===== config.mk =====
export PLATFORM = sky130hd
export DESIGN_NAME = angle_vector_gen
export DESIGN_NICKNAME = d
export VERILOG_FILES = /design/src/rtl/angle_vec_pkg.sv /design/src/rtl/angle_vector_gen_rom.sv /design/src/rtl/angle_vector_gen.sv
export SDC_FILE = /design/constraint.sdc
export NUM_CORES = 1
export LEC_CHECK = 0
export ABC_AREA = 1
export CORE_ASPECT_RATIO = 0.9
export CORE_MARGIN = 3
export CORE_UTILIZATION = 40
export DETAILED_ROUTE_END_ITERATION = 10
export PLACE_DENSITY = 0.7
export SLEW_MARGIN = 20
export SYNTH_ARGS = -nofsm -noshare
export SYNTH_HDL_FRONTEND = slang
export SYNTH_SLANG_ARGS = --single-unit
export TNS_END_PERCENT = 10

===== constraint.sdc =====
create_clock -name Clk -period 4 [get_ports Clk]
set_input_delay 0.6 -clock Clk [delete_from_list [all_inputs] [get_ports Clk]]
set_output_delay 0.6 -clock Clk [all_outputs]
set_load 0.05 [all_outputs]

===== src/rtl/angle_vec_pkg.sv =====
// angle_vec_pkg: shared state type and table math for angle_vector_gen.
// Quarter-wave entries are elaborated from real-valued sine at build time.
package angle_vec_pkg;

  typedef enum logic [1:0] {
    IDLE   = 2'd0,
    LOOKUP = 2'd1,
    MUL    = 2'd2
  } avg_state_e;

  localparam real PI = 3.14159265358979323846;

  function automatic int ang_width(int steps);
    return $clog2(steps);
  endfunction

  function automatic int quarter_entries(int steps);
    return steps / 4 + 1;
  endfunction

  function automatic int quarter_entry(
    int k,
    int steps,
    int amp_w
  );
    real amp;
    real x;
    amp = real'(2 ** (amp_w - 1));
    x   = amp * $sin(2.0 * PI * real'(k) / real'(steps));
    return $rtoi(x + 0.5);
  endfunction

endpackage


===== src/rtl/angle_vector_gen_rom.sv =====
// quarter_sine_rom: combinational first-quadrant sine magnitude table.
// Index 0..ANGLE_STEPS/4 maps to round(AMP*sin(2*pi*idx/ANGLE_STEPS)).
module quarter_sine_rom
  import angle_vec_pkg::*;
#(
  parameter int ANGLE_STEPS = 64,
  parameter int AMP_W       = 5,
  localparam int IW         = ang_width(ANGLE_STEPS) - 1
) (
  input  logic [IW-1:0]    idx,
  output logic [AMP_W-1:0] mag
);

  localparam int Q     = quarter_entries(ANGLE_STEPS);
  localparam int DEPTH = 2 ** IW;
  localparam int TW    = DEPTH * AMP_W;

  function automatic logic [TW-1:0] build_tab();
    logic [TW-1:0] t;
    t = '0;
    for (int k = 0; k < Q; k++) begin
      t[k*AMP_W +: AMP_W] =
        AMP_W'(quarter_entry(k, ANGLE_STEPS, AMP_W));
    end
    return t;
  endfunction

  localparam logic [TW-1:0] TAB = build_tab();

  // Table read; padding slots past the quarter are zero and never addressed
  always_comb begin
    mag = TAB[int'(idx)*AMP_W +: AMP_W];
  end

endmodule


===== src/rtl/angle_vector_gen.sv =====
// angle_vector_gen: heading + speed -> signed per-frame dx/dy.
// Optional `ANGVEC_TURN_EN adds an internal turnable heading register.
module angle_vector_gen
  import angle_vec_pkg::*;
#(
  parameter int ANGLE_STEPS = 64,
  parameter int AMP_W       = 5,
  parameter int SPEED_W     = 4,
  parameter int OUT_W       = 10,
  localparam int ANG_W      = ang_width(ANGLE_STEPS)
) (
  input  logic               Clk,
  input  logic               Reset_n,
`ifdef ANGVEC_TURN_EN
  input  logic               turn_ccw,
  input  logic               turn_cw,
  output logic [ANG_W-1:0]   heading_o,
`endif
  input  logic               start,
  input  logic [ANG_W-1:0]   angle_i,
  input  logic [SPEED_W-1:0] speed_i,
  output logic               busy,
  output logic               done,
  output logic [OUT_W-1:0]   dx,
  output logic [OUT_W-1:0]   dy
);

  localparam int IW = ANG_W - 1;
  localparam int PW = AMP_W + SPEED_W;
  localparam int BW = (SPEED_W > 1) ? $clog2(SPEED_W) : 1;
  localparam int M  = ANGLE_STEPS / 4;

  localparam logic [BW-1:0] LAST_BIT = BW'(SPEED_W - 1);

  if (OUT_W < AMP_W + SPEED_W + 1) begin : g_out_w_chk
    $error("angle_vector_gen: OUT_W < AMP_W+SPEED_W+1");
  end

  if (ANGLE_STEPS < 8 ||
      (ANGLE_STEPS & (ANGLE_STEPS - 1)) != 0) begin : g_steps_chk
    $error("angle_vector_gen: ANGLE_STEPS not pow2 >= 8");
  end

  avg_state_e state_q, state_d;

  logic [ANG_W-1:0]   ang_q, ang_d;
  logic [SPEED_W-1:0] spd_q, spd_d;
  logic [AMP_W-1:0]   cmag_q, cmag_d;
  logic [AMP_W-1:0]   smag_q, smag_d;
  logic               xneg_q, xneg_d;
  logic               yneg_q, yneg_d;
  logic [PW-1:0]      accx_q, accx_d;
  logic [PW-1:0]      accy_q, accy_d;
  logic [BW-1:0]      bit_q, bit_d;
  logic               done_q, done_d;
  logic [OUT_W-1:0]   dx_q, dx_d;
  logic [OUT_W-1:0]   dy_q, dy_d;

  logic [ANG_W-1:0]   cap_ang;

`ifdef ANGVEC_TURN_EN
  logic [ANG_W-1:0] heading_q, heading_d;
  logic             unused_angle;

  assign unused_angle = ^angle_i;
  assign cap_ang      = heading_q;
  assign heading_o    = heading_q;

  // Heading steps by one per cycle; opposing requests cancel
  always_comb begin
    heading_d = heading_q;
    unique case (1'b1)
      (turn_ccw && !turn_cw): heading_d = heading_q + 1'b1;
      (turn_cw && !turn_ccw): heading_d = heading_q - 1'b1;
      default:                heading_d = heading_q;
    endcase
  end

  // Heading register, free-running in every FSM state
  always_ff @(posedge Clk or negedge Reset_n) begin
    if (!Reset_n) begin
      heading_q <= '0;
    end else begin
      heading_q <= heading_d;
    end
  end
`else
  assign cap_ang = angle_i;
`endif

  logic [1:0]       quad;
  logic [IW-1:0]    rem;
  logic [IW-1:0]    sin_idx;
  logic [IW-1:0]    cos_idx;
  logic [AMP_W-1:0] sin_mag;
  logic [AMP_W-1:0] cos_mag;

  // Fold the captured heading into first-quadrant table indices
  always_comb begin
    quad    = ang_q[ANG_W-1 -: 2];
    rem     = IW'(ang_q[ANG_W-3:0]);
    sin_idx = quad[0] ? IW'(M) - rem : rem;
    cos_idx = quad[0] ? rem : IW'(M) - rem;
  end

  quarter_sine_rom #(
    .ANGLE_STEPS (ANGLE_STEPS),
    .AMP_W       (AMP_W)
  ) u_sin_rom (
    .idx (sin_idx),
    .mag (sin_mag)
  );

  quarter_sine_rom #(
    .ANGLE_STEPS (ANGLE_STEPS),
    .AMP_W       (AMP_W)
  ) u_cos_rom (
    .idx (cos_idx),
    .mag (cos_mag)
  );

  logic [PW-1:0]    addx, addy;
  logic [PW-1:0]    accx_nx, accy_nx;
  logic [OUT_W-1:0] magx, magy;

  // One shift-add step for both products, LSB of speed first
  always_comb begin
    addx    = spd_q[bit_q] ? (PW'(cmag_q) << bit_q) : '0;
    addy    = spd_q[bit_q] ? (PW'(smag_q) << bit_q) : '0;
    accx_nx = accx_q + addx;
    accy_nx = accy_q + addy;
    magx    = OUT_W'(accx_nx);
    magy    = OUT_W'(accy_nx);
  end

  // Next-state and datapath control
  always_comb begin
    state_d = state_q;
    ang_d   = ang_q;
    spd_d   = spd_q;
    cmag_d  = cmag_q;
    smag_d  = smag_q;
    xneg_d  = xneg_q;
    yneg_d  = yneg_q;
    accx_d  = accx_q;
    accy_d  = accy_q;
    bit_d   = bit_q;
    done_d  = 1'b0;
    dx_d    = dx_q;
    dy_d    = dy_q;
    unique case (state_q)
      IDLE: begin
        if (start) begin
          ang_d   = cap_ang;
          spd_d   = speed_i;
          state_d = LOOKUP;
        end
      end
      LOOKUP: begin
        cmag_d  = cos_mag;
        smag_d  = sin_mag;
        xneg_d  = quad[1] ^ quad[0];
        yneg_d  = ~quad[1];
        accx_d  = '0;
        accy_d  = '0;
        bit_d   = '0;
        state_d = MUL;
      end
      MUL: begin
        accx_d = accx_nx;
        accy_d = accy_nx;
        bit_d  = bit_q + 1'b1;
        if (bit_q == LAST_BIT) begin
          dx_d    = xneg_q ? -magx : magx;
          dy_d    = yneg_q ? -magy : magy;
          done_d  = 1'b1;
          state_d = IDLE;
        end
      end
      default: state_d = IDLE;
    endcase
  end

  // State and datapath registers
  always_ff @(posedge Clk or negedge Reset_n) begin
    if (!Reset_n) begin
      state_q <= IDLE;
      ang_q   <= '0;
      spd_q   <= '0;
      cmag_q  <= '0;
      smag_q  <= '0;
      xneg_q  <= 1'b0;
      yneg_q  <= 1'b0;
      accx_q  <= '0;
      accy_q  <= '0;
      bit_q   <= '0;
      done_q  <= 1'b0;
      dx_q    <= '0;
      dy_q    <= '0;
    end else begin
      state_q <= state_d;
      ang_q   <= ang_d;
      spd_q   <= spd_d;
      cmag_q  <= cmag_d;
      smag_q  <= smag_d;
      xneg_q  <= xneg_d;
      yneg_q  <= yneg_d;
      accx_q  <= accx_d;
      accy_q  <= accy_d;
      bit_q   <= bit_d;
      done_q  <= done_d;
      dx_q    <= dx_d;
      dy_q    <= dy_d;
    end
  end

  assign busy = (state_q != IDLE);
  assign done = done_q;
  assign dx   = dx_q;
  assign dy   = dy_q;

endmodule


### Word-level counts from Yosys, hierarchy flattened

Index checks and enable logic that the tools add are counted.

* output and inout bits: 22
* register bits after elaboration: 65

* bitwise gates (word level): 2
* magnitude comparators: 1
* shift-type cells: 4
* multipliers: 2
* mux-type cells: 16
* eq/ne operators: 5
* add/sub/neg operators: 6
* reductions and logical operators: 6

Operators with widths (number)
* 160-bit by 32-bit indexed part select with 5-bit output (first input constant): 2
* 9-bit one-hot mux with 2 select lines: 2
* 10-bit 2-to-1 mux: 2
* 9-bit negator with 10-bit output: 2
* 9-bit adder: 2
* 9-bit 2-to-1 mux: 2
* 5-bit by 2-bit left shift with 9-bit output: 2
* 5-bit by 3-bit multiplier with 8-bit output (second input constant): 2
* 5-bit 2-to-1 mux: 2
* 2-bit one-hot mux with 3 select lines: 1
* 2-bit AND reduction: 3
* 5-bit by 4-bit subtractor with 5-bit output (first input constant): 1
* 2-bit == test (second input constant): 2
* 2-bit 2-to-1 mux: 2
* 2-bit inequality test (second input constant): 2
* 2-bit one-hot mux with 2 select lines: 1
* 2-bit nonzero test: 2
* 2-bit by 3-bit less-than comparator with 1-bit output (second input constant): 1
* 1-bit 2-to-1 mux: 3
* 2-bit by 1-bit adder with 2-bit output (second input constant): 1
* 1-bit binary-select mux with 2-bit select: 1
* 2-bit by 1-bit == test with 1-bit output (second input constant): 1
* 2-bit zero test: 1
* 1-bit inverter: 1
* 1-bit bitwise XOR: 1

### Longest topological paths before layout

Gate-level depths: netlist of run 1.

* depth after elaboration: 6
* depth in mapped cells: 21
* depth with buffers taken out: 20

### Cells and area by module

Synthesis of run 1 repeated with hierarchy kept, for this count alone.

* cells, all modules: 648
* area total of the unflattened synthesis: 4644.5 um2

Modules (own cells, without submodules)
* angle_vector_gen: area an instance 4236.6 um2, cells an instance 568, times used 1
* quarter_sine_rom: area an instance 203.9 um2, cells an instance 40, times used 2

### Worst setup path before layout of run 1

Ideal clock, no wire load.

* kind: register to register
* start: reg bit_q[0]
* end: reg dy_q[6], in the netlist dy[6]
* cell stages (with the launch flop): 17
* library setup time: 118 ps
* path buffers: 1
* path slack: 1391 ps
* arrival time: 2491 ps
* cells stage by stage: dfrtp_1 -> buf_2 -> inv_1 -> o21ai_0 -> nor3_1 -> ha_1 -> fa_1 -> inv_1 -> ha_1 -> inv_1 -> nor2_2 -> nand3_2 -> or2_1 -> nand2_1 -> nand2_1 -> nand3_1 -> nand2_1

* longest elaborated chain between the ends: 6
* elaborated cells between the ends (all ways): 9

Ends and longest elaborated chain
* start: declaration: RTL line angle_vector_gen.sv:54 `logic [BW-1:0] bit_q, bit_d;`
* start signal: assignment: RTL line angle_vector_gen.sv:210 `bit_q <= bit_d;`
* 1-bit binary-select mux with 2-bit select: RTL line angle_vector_gen.sv:129 `addy = spd_q[bit_q] ? (PW'(smag_q) << bit_q) : '0;`
* 1-bit 2-to-1 mux (not written as such): RTL line angle_vector_gen.sv:129
* 9-bit 2-to-1 mux: RTL line angle_vector_gen.sv:129
* 9-bit adder: RTL line angle_vector_gen.sv:131 `accy_nx = accy_q + addy;`
* 9-bit negator with 10-bit output: RTL line angle_vector_gen.sv:175 `dy_d = yneg_q ? -magy : magy;`
* 10-bit 2-to-1 mux: RTL line angle_vector_gen.sv:175
* end signal: assignment: RTL line angle_vector_gen.sv:213 `dy_q <= dy_d;`
* end: declaration: RTL line angle_vector_gen.sv:57 `logic [OUT_W-1:0] dy_q, dy_d;`

Several ways; a longest one is shown, not always the timed one. The select of a mux whose other input is x is not followed.
A chain may end at the register's enable or synchronous reset.

### Worst setup path after layout of run 1

* start: reg bit_q[0]
* end: reg dy_q[7], in the netlist dy[7]

The elaborated chain is that of the path after synthesis.

==> impl_summary.txt, run 1 <==
----------------------------------------------------
[Status]
  Run status ... completed

[STA]
  Pins Over Slew Limit ... 0
  Highest Clock Rate ... 0.297 GHz
  Max_slew headroom ... 38.9%
  Post-layout minimum cycle time ... 3.37 ns
  Setup repair after global routing missed its margin ... false
  Post-route clock period utilization ... 84.3%
  Setup-violating endpoint count in the final report ... 0
  Setup total negative slack ... 0 ns
  Endpoints failing hold ... 0
  Final hold slack ... 0.265 ns
  Clock skew ... 0.00657 ns
  Transition time at the pin with the least slew margin ... 0.914 ns

[Synthesis]
  Synth Net Count ... 667
  Mapped cell area ... 0.00445 sq mm
  Gate count of the mapped netlist ... 622
  Yosys warning count ... 0
  Main synth FF type ... dfrtp_1
  Share of flip-flops with an asynchronous set or reset after synthesis ... 100%
  Proportion of synthesized chip area in sequential cells ... 36.6%
  Register bit count reported by yosys ... 65
  Number of enable-type register cells in the synthesized netlist ... 0
  Mean area per synthesized cell ... 7.15 sq um
  Number of different library cells in the post-synthesis netlist ... 35

[Critical path]
  Signal arrival time at the worst endpoint ... 3.59 ns
  Category of the critical setup timing path ... reg -> reg
  Critical Path Start Type ... register
  Critical Path End Type ... register
  Maximum fanout along the worst path ... 27
  Data required, critical path ... 4.22 ns

[Routing]
  Drt wl/cell ... 12.3 um
  Post-DRT Antenna Nets ... 0
  Post-route DRC ... 0
  DRC violation total after the first TritonRoute iteration ... 234
  Total length of routed wires ... 9870 um
  Vias per cell ... 4.93
  Total via count in the routed design ... 3970
  First-pass iteration count of the detailed router ... 5

[GRT]
  Global-route wire length before repair ... 17300 um
  Maximum number of pins on one net before global-route repair ... 46
  Initial antenna violation count ... 0
  GR Util All Layers ... 17.4%
  Vias in the first global route ... 3754
  Global route total overflow ... 0

[Flow run]
  Maximum capacitance violations ... 0

[Floorplan]
  Area of the core region ... 0.0106 sq mm
  I/O Pins ... 35
  Floorplan row count ... 35
  Initial cell density of the core ... 42.1%
  Chip Width ... 117 um
  Die area ... 0.0124 sq mm
  Chip Height ... 106 um

[Clock network]
  Number of levels the H-tree was split into ... 3
  Number of buffers inserted to repair setup after CTS ... 0
  Clock latency reported for the late side of the worst-skew pair ... 0.34 ns
  Cell at the root of the clock tree ... clkbuf_16
  Inserted Clock Buffers ... 9
  Maximum number of buffers from clock root to sink ... 2
  CTS hold repair buffers ... 0
  Clk slew on worst S/H paths ... 0.05 ns
  Clock tree from TritonCTS ... built
  Number of cells upsized or downsized after cts ... 0
  Total number of clock tree sinks ... 65

[Place]
  Half-perimeter wire length after placement ... 7600 um
  Placed inst area ... 0.00491 sq mm
  Placed Cells incl. Taps ... 789
  Final weighted congestion in routability-driven placement ... 0.871
  I/O Buffers ... 34

[Power]
  Maximum vdd ir drop ... 0.422 mV
  Leakage ... 2.70 nW
  PD cells ... 944 mW/mm^2

[Final layout]
  Fraction of final layout cells sized beyond drive strength 1 ... 7.76%
  Final-stage net count ... 697
  Final non-filler cell total ... 805
  Fill cell total of the finished layout ... 1026
  Most common cell after layout, fill and taps aside ... nand2_1
  Layout overhead on the synthesized area ... 17.9%
  Post-route cell area ... 0.00525 sq mm
  Diodes inserted ... 0
  Most frequent cells in the layout ... nand2_1, inv_1, dfrtp_1

[Hold path]
  Type of the worst min-delay path ... in -> async

----------------------------------------------------
[cell type report]
type / count / area, sq um / share of cell area [%]
Clock inverter: 5 / 77.6 / 1.48
Tap cell: 148 / 185 / 3.53
Sequential cell: 65 / 1630 / 31.0
Clock buffer: 11 / 253 / 4.82
Multi-Input combinational cell: 449 / 2410 / 45.9
Inverter: 91 / 342 / 6.51
Timing Repair Buffer: 36 / 353 / 6.73
[stage by stage]
step / setup WS, ns / power [mW] / utilization (%)
floorplan: 1.39 / 3.37 / -
global placement: 0.828 / 4.00 / 46.6
detailed placement: 0.684 / 4.09 / 46.6
CTS: 0.676 / 4.98 / 49.7
global route: 0.160 / 5.46 / 49.7
finish: 0.629 / 4.95 / 49.7
[cell usage after synthesis, types with 2 or more instances]
cell type,instances,area share (%)
nand4_1,8,1.1
o21ai_1,11,1.2
nand3_1,54,6.1
nand2_1,171,14
o21ai_2,2,0.39
o21ai_0,51,5.7
inv_1,83,7.0
inv_2,6,0.51
buf_2,5,0.56
o211ai_1,2,0.34
nand2_2,8,1.1
fa_1,2,0.90
o22ai_1,7,0.98
mux2_2,5,1.3
nor3_1,5,0.56
xnor2_1,5,0.98
ha_1,30,8.4
nor2_2,2,0.28
or2_2,2,0.28
a21oi_1,20,2.3
o21a_1,2,0.34
nor2_1,46,3.9
nand3_2,3,0.68
or2_1,3,0.42
clkbuf_1,11,0.93
xor2_1,4,0.79
clkinv_1,2,0.17
dfrtp_1,65,37
[critical path, cell delays in order (launching register included)]
cell     delay, ns
dfrtp_1       0.76
inv_1         0.22
o21ai_0       0.42
nor3_1        0.11
ha_1          0.26
fa_1          0.43
inv_1         0.08
nand2_1       0.06
nand2_2       0.09
inv_2         0.05
nor3_1        0.19
nand3_1       0.14
inv_1         0.10
nand2_1       0.09
nand2_1       0.08
nand2_1       0.06
nand3_1       0.07
nand2_1       0.06
[path summary, 6_finish.rpt]
check	startpoint	cells after the start	end	slack, ns
min	Reset_n	1	ang_q[5]	0.26
min reg2reg	dy[9]	2	dy[9]	0.48
max in group asynchronous	Reset_n	2	dx[5]	3.14
min in group Clk	dy[9]	2	dy[9]	0.48
max reg2reg	bit_q[0]	17	dy[7]	0.63
max	bit_q[0]	17	dy[7]	0.63
[state kept, by name, indices dropped and copies added, names as in the netlist]
| register | flops |
|---|---|
| accx_q | 9 |
| accy_q | 9 |
| ang_q | 6 |
| bit_q | 2 |
| cmag_q | 5 |
| done | 1 |
| dx | 10 |
| dy | 10 |
| smag_q | 5 |
| spd_q | 4 |
| state_q | 2 |
| xneg_q | 1 |
| yneg_q | 1 |
[metal layers]
metal	track usage [%]	vias up	share of wire, %	wire [um]
met5	0	-	0	0
met4	5.65	0	1.5	148
met3	4.50	14	5.7	563
met2	26.7	88	45	4410
met1	24.0	1808	48	4750
li1	-	2060	-	-
[cell families (layout without fill, tap and decap cells)]
| group | count (synthesis) | in the layout | synth area share, % |
|---|---|---|---|
| DFF | 65 | 65 | 36.6 |
| and+or+nand+nor | 304 | 304 | 29.3 |
| xor gates and xnor gates | 11 | 11 | 2.50 |
| AOI/OAI and AO/OA | 97 | 97 | 11.8 |
| buffers and inverters | 108 | 143 | 9.25 |
| muxes | 5 | 5 | 1.27 |
| adders and majority gates | 32 | 32 | 9.34 |
[power by group]
group          internal [mW]  switching [mW]
Combinational           1.03            1.94
Sequential             0.898           0.230
Clock                  0.576           0.278
(Power assumes the default switching activity.)
==> run 2, diff against run 1 <==
- clock period: 4 -> 3.35 ns (I/O delays scaled with it)
==> impl_summary.txt, run 2 (synthesis gave the netlist of run 1 again) <==
----------------------------------------------------
[GRT]
  GR Util All Layers ... 17.6%
  Vias in the first global route ... 3760
  Maximum number of pins on one net before global-route repair ... 37
  Global-route wire length before repair ... 17200 um
  Initial antenna violation count ... 0
  Global route total overflow ... 0

[STA]
  Highest Clock Rate ... 0.332 GHz
  Setup repair after global routing missed its margin ... false
  Clock skew ... 0.00828 ns
  Setup total negative slack ... 0 ns
  Post-layout minimum cycle time ... 3.02 ns
  Post-route clock period utilization ... 90.0%
  Pins Over Slew Limit ... 0
  Endpoints failing hold ... 0
  Setup-violating endpoint count in the final report ... 0
  Max_slew headroom ... 44.8%
  Transition time at the pin with the least slew margin ... 0.829 ns

[Clock network]
  Clock tree from TritonCTS ... built
  Maximum number of buffers from clock root to sink ... 2
  Cell at the root of the clock tree ... clkbuf_16
  Clock latency reported for the late side of the worst-skew pair ... 0.34 ns
  Total number of clock tree sinks ... 65
  Number of buffers inserted to repair setup after CTS ... 0
  Inserted Clock Buffers ... 9
  CTS hold repair buffers ... 0
  Clk slew on worst S/H paths ... 0.06 ns
  Number of levels the H-tree was split into ... 3

[Final layout]
  Post-route cell area ... 0.00527 sq mm
  Most common cell after layout, fill and taps aside ... nand2_1
  Fill cell total of the finished layout ... 1020
  Layout overhead on the synthesized area ... 18.4%
  Sequential standard cell area ... 0.00163 sq mm
  Diodes inserted ... 0
  Multi-input combinational cell area ... 0.00241 sq mm
  Final core utilization ... 49.9%
  Final-stage net count ... 700
  Most frequent cells in the layout ... nand2_1, inv_1, dfrtp_1
  Fraction of final layout cells sized beyond drive strength 1 ... 8.33%

[Hold path]
  Type of the worst min-delay path ... in -> async

[Place]
  Final weighted congestion in routability-driven placement ... 0.894
  Placed inst area ... 0.00494 sq mm
  I/O Buffers ... 34
  Half-perimeter wire length after placement ... 7850 um

[Floorplan]
  Floorplan row count ... 35
  Die area ... 0.0124 sq mm
  Chip Width ... 117 um
  Area of the core region ... 0.0106 sq mm
  Chip Height ... 106 um
  I/O Pins ... 35
  Initial cell density of the core ... 42.1%

[Critical path]
  Terminus of the critical flop-to-flop path ... dy[6]
  Critical Path Start Type ... register
  Worst r2r path cells ... 17
  Maximum fanout along the worst path ... 11
  Signal arrival time at the worst endpoint ... 3.24 ns
  R2R Setup Slk ... 0.33 ns
  Critical Path End Type ... register
  Data required, critical path ... 3.57 ns
  Reg2Reg Launch Point ... bit_q[1]
  Category of the critical setup timing path ... reg -> reg

[Power]
  Leakage ... 2.72 nW
  Power Internal ... 3.01 mW
  Maximum vdd ir drop ... 0.570 mV
  Part of the total power dissipated in the clock network ... 17.4%
  Flop pwr share ... 22.5%
  Switching pwr ... 2.93 mW
  Switching Share ... 49.3%
  Comb power frac ... 60.1%
  PD cells ... 1130 mW/mm^2

[Status]
  Run status ... completed

[Routing]
  Vias per cell ... 4.96
  Post-DRT Antenna Nets ... 0
  First-pass iteration count of the detailed router ... 5
  Total via count in the routed design ... 4004
  DRC violation total after the first TritonRoute iteration ... 224
  Total length of routed wires ... 10300 um
  Drt wl/cell ... 12.7 um
  Post-route DRC ... 0

[Flow run]
  Maximum capacitance violations ... 0

----------------------------------------------------
==> run 2: cell type report <==
| cell class | instances | area share (%) |
|---|---|---|
| clock buffer | 11 | 4.80 |
| inverter | 91 | 6.48 |
| clock inverter | 5 | 1.47 |
| multi-input combinational | 449 | 45.7 |
| tap | 148 | 3.52 |
| sequential | 65 | 30.9 |
| timing repair buffer | 39 | 7.08 |
==> run 2: worst max-delay path by stage <==
stage	start	end	slack, ns	cells past startpoint
finish	bit_q[1]	dy[6]	0.33	17
global route	bit_q[1]	dy[6]	0.04	17
floorplan	bit_q[0]	dy[6]	0.74	16
global placement	bit_q[1]	dy[6]	0.44	18
CTS	bit_q[1]	dy[6]	0.35	18
detailed placement	bit_q[1]	dy[6]	0.35	18
==> run 2: critical path, stage by stage, from the launching register on <==
cell	delay [ns]
dfrtp_2	0.47
inv_1	0.26
nor2_1	0.13
o21ai_0	0.16
nand2_1	0.23
o21ai_0	0.21
inv_1	0.08
ha_1	0.37
nand2_1	0.12
nor2_1	0.10
nand2_1	0.08
nand4_1	0.10
nand2_2	0.11
or2_1	0.26
nand2_1	0.06
nand2_1	0.05
nand3_1	0.06
nand2_1	0.05
==> run 2: per-layer routing <==
metal	vias to the layer above	global-route usage (%)	part of all wire (%)
li1	2063	-	-
met1	1821	23.1	47
met3	13	4.55	6.2
met5	-	0	0
met2	107	28.0	46
met4	0	5.90	1.6
==> run 2: metrics by stage <==
step / cells / power (mW) / hold slack (ns) / worst slack [ns]
4_1_cts: 808 / 5.98 / 0.292 / 0.347
5_1_grt: 808 / 6.50 / 0.338 / 0.0396
3_3_place_gp: 792 / 4.79 / 0.462 / 0.445
2_1_floorplan: 622 / 4.03 / 0.207 / 0.741
3_5_place_dp: 792 / 4.91 / 0.467 / 0.352
6_report: 808 / 5.94 / 0.267 / 0.334
==> run 2: repair_timing <==
item / CTS / global route
endpoints found under the setup margin: 0 / 7
hold endpoints to repair: 0 / 0
gates resized for setup: 0 / 1
==> run 2: power groups by stage <==
| stage | Clock [mW] | Sequential (mW) | Combinational, mW |
|---|---|---|---|
| after CTS | 1.06 | 1.33 | 3.59 |
| after global routing | 1.09 | 1.37 | 4.04 |
| after floorplan | 0 | 1.55 | 2.47 |
| after detailed placement | 0 | 1.35 | 3.56 |
| final | 1.03 | 1.34 | 3.57 |
| after global placement | 0 | 1.33 | 3.46 |
==> run 3, diff against run 2 <==
- CAP_MARGIN: default -> 15
- TNS_END_PERCENT: 10 -> 5
==> results of run 3 <==
Final layout, timing and power as in run 2 (identical DEF).
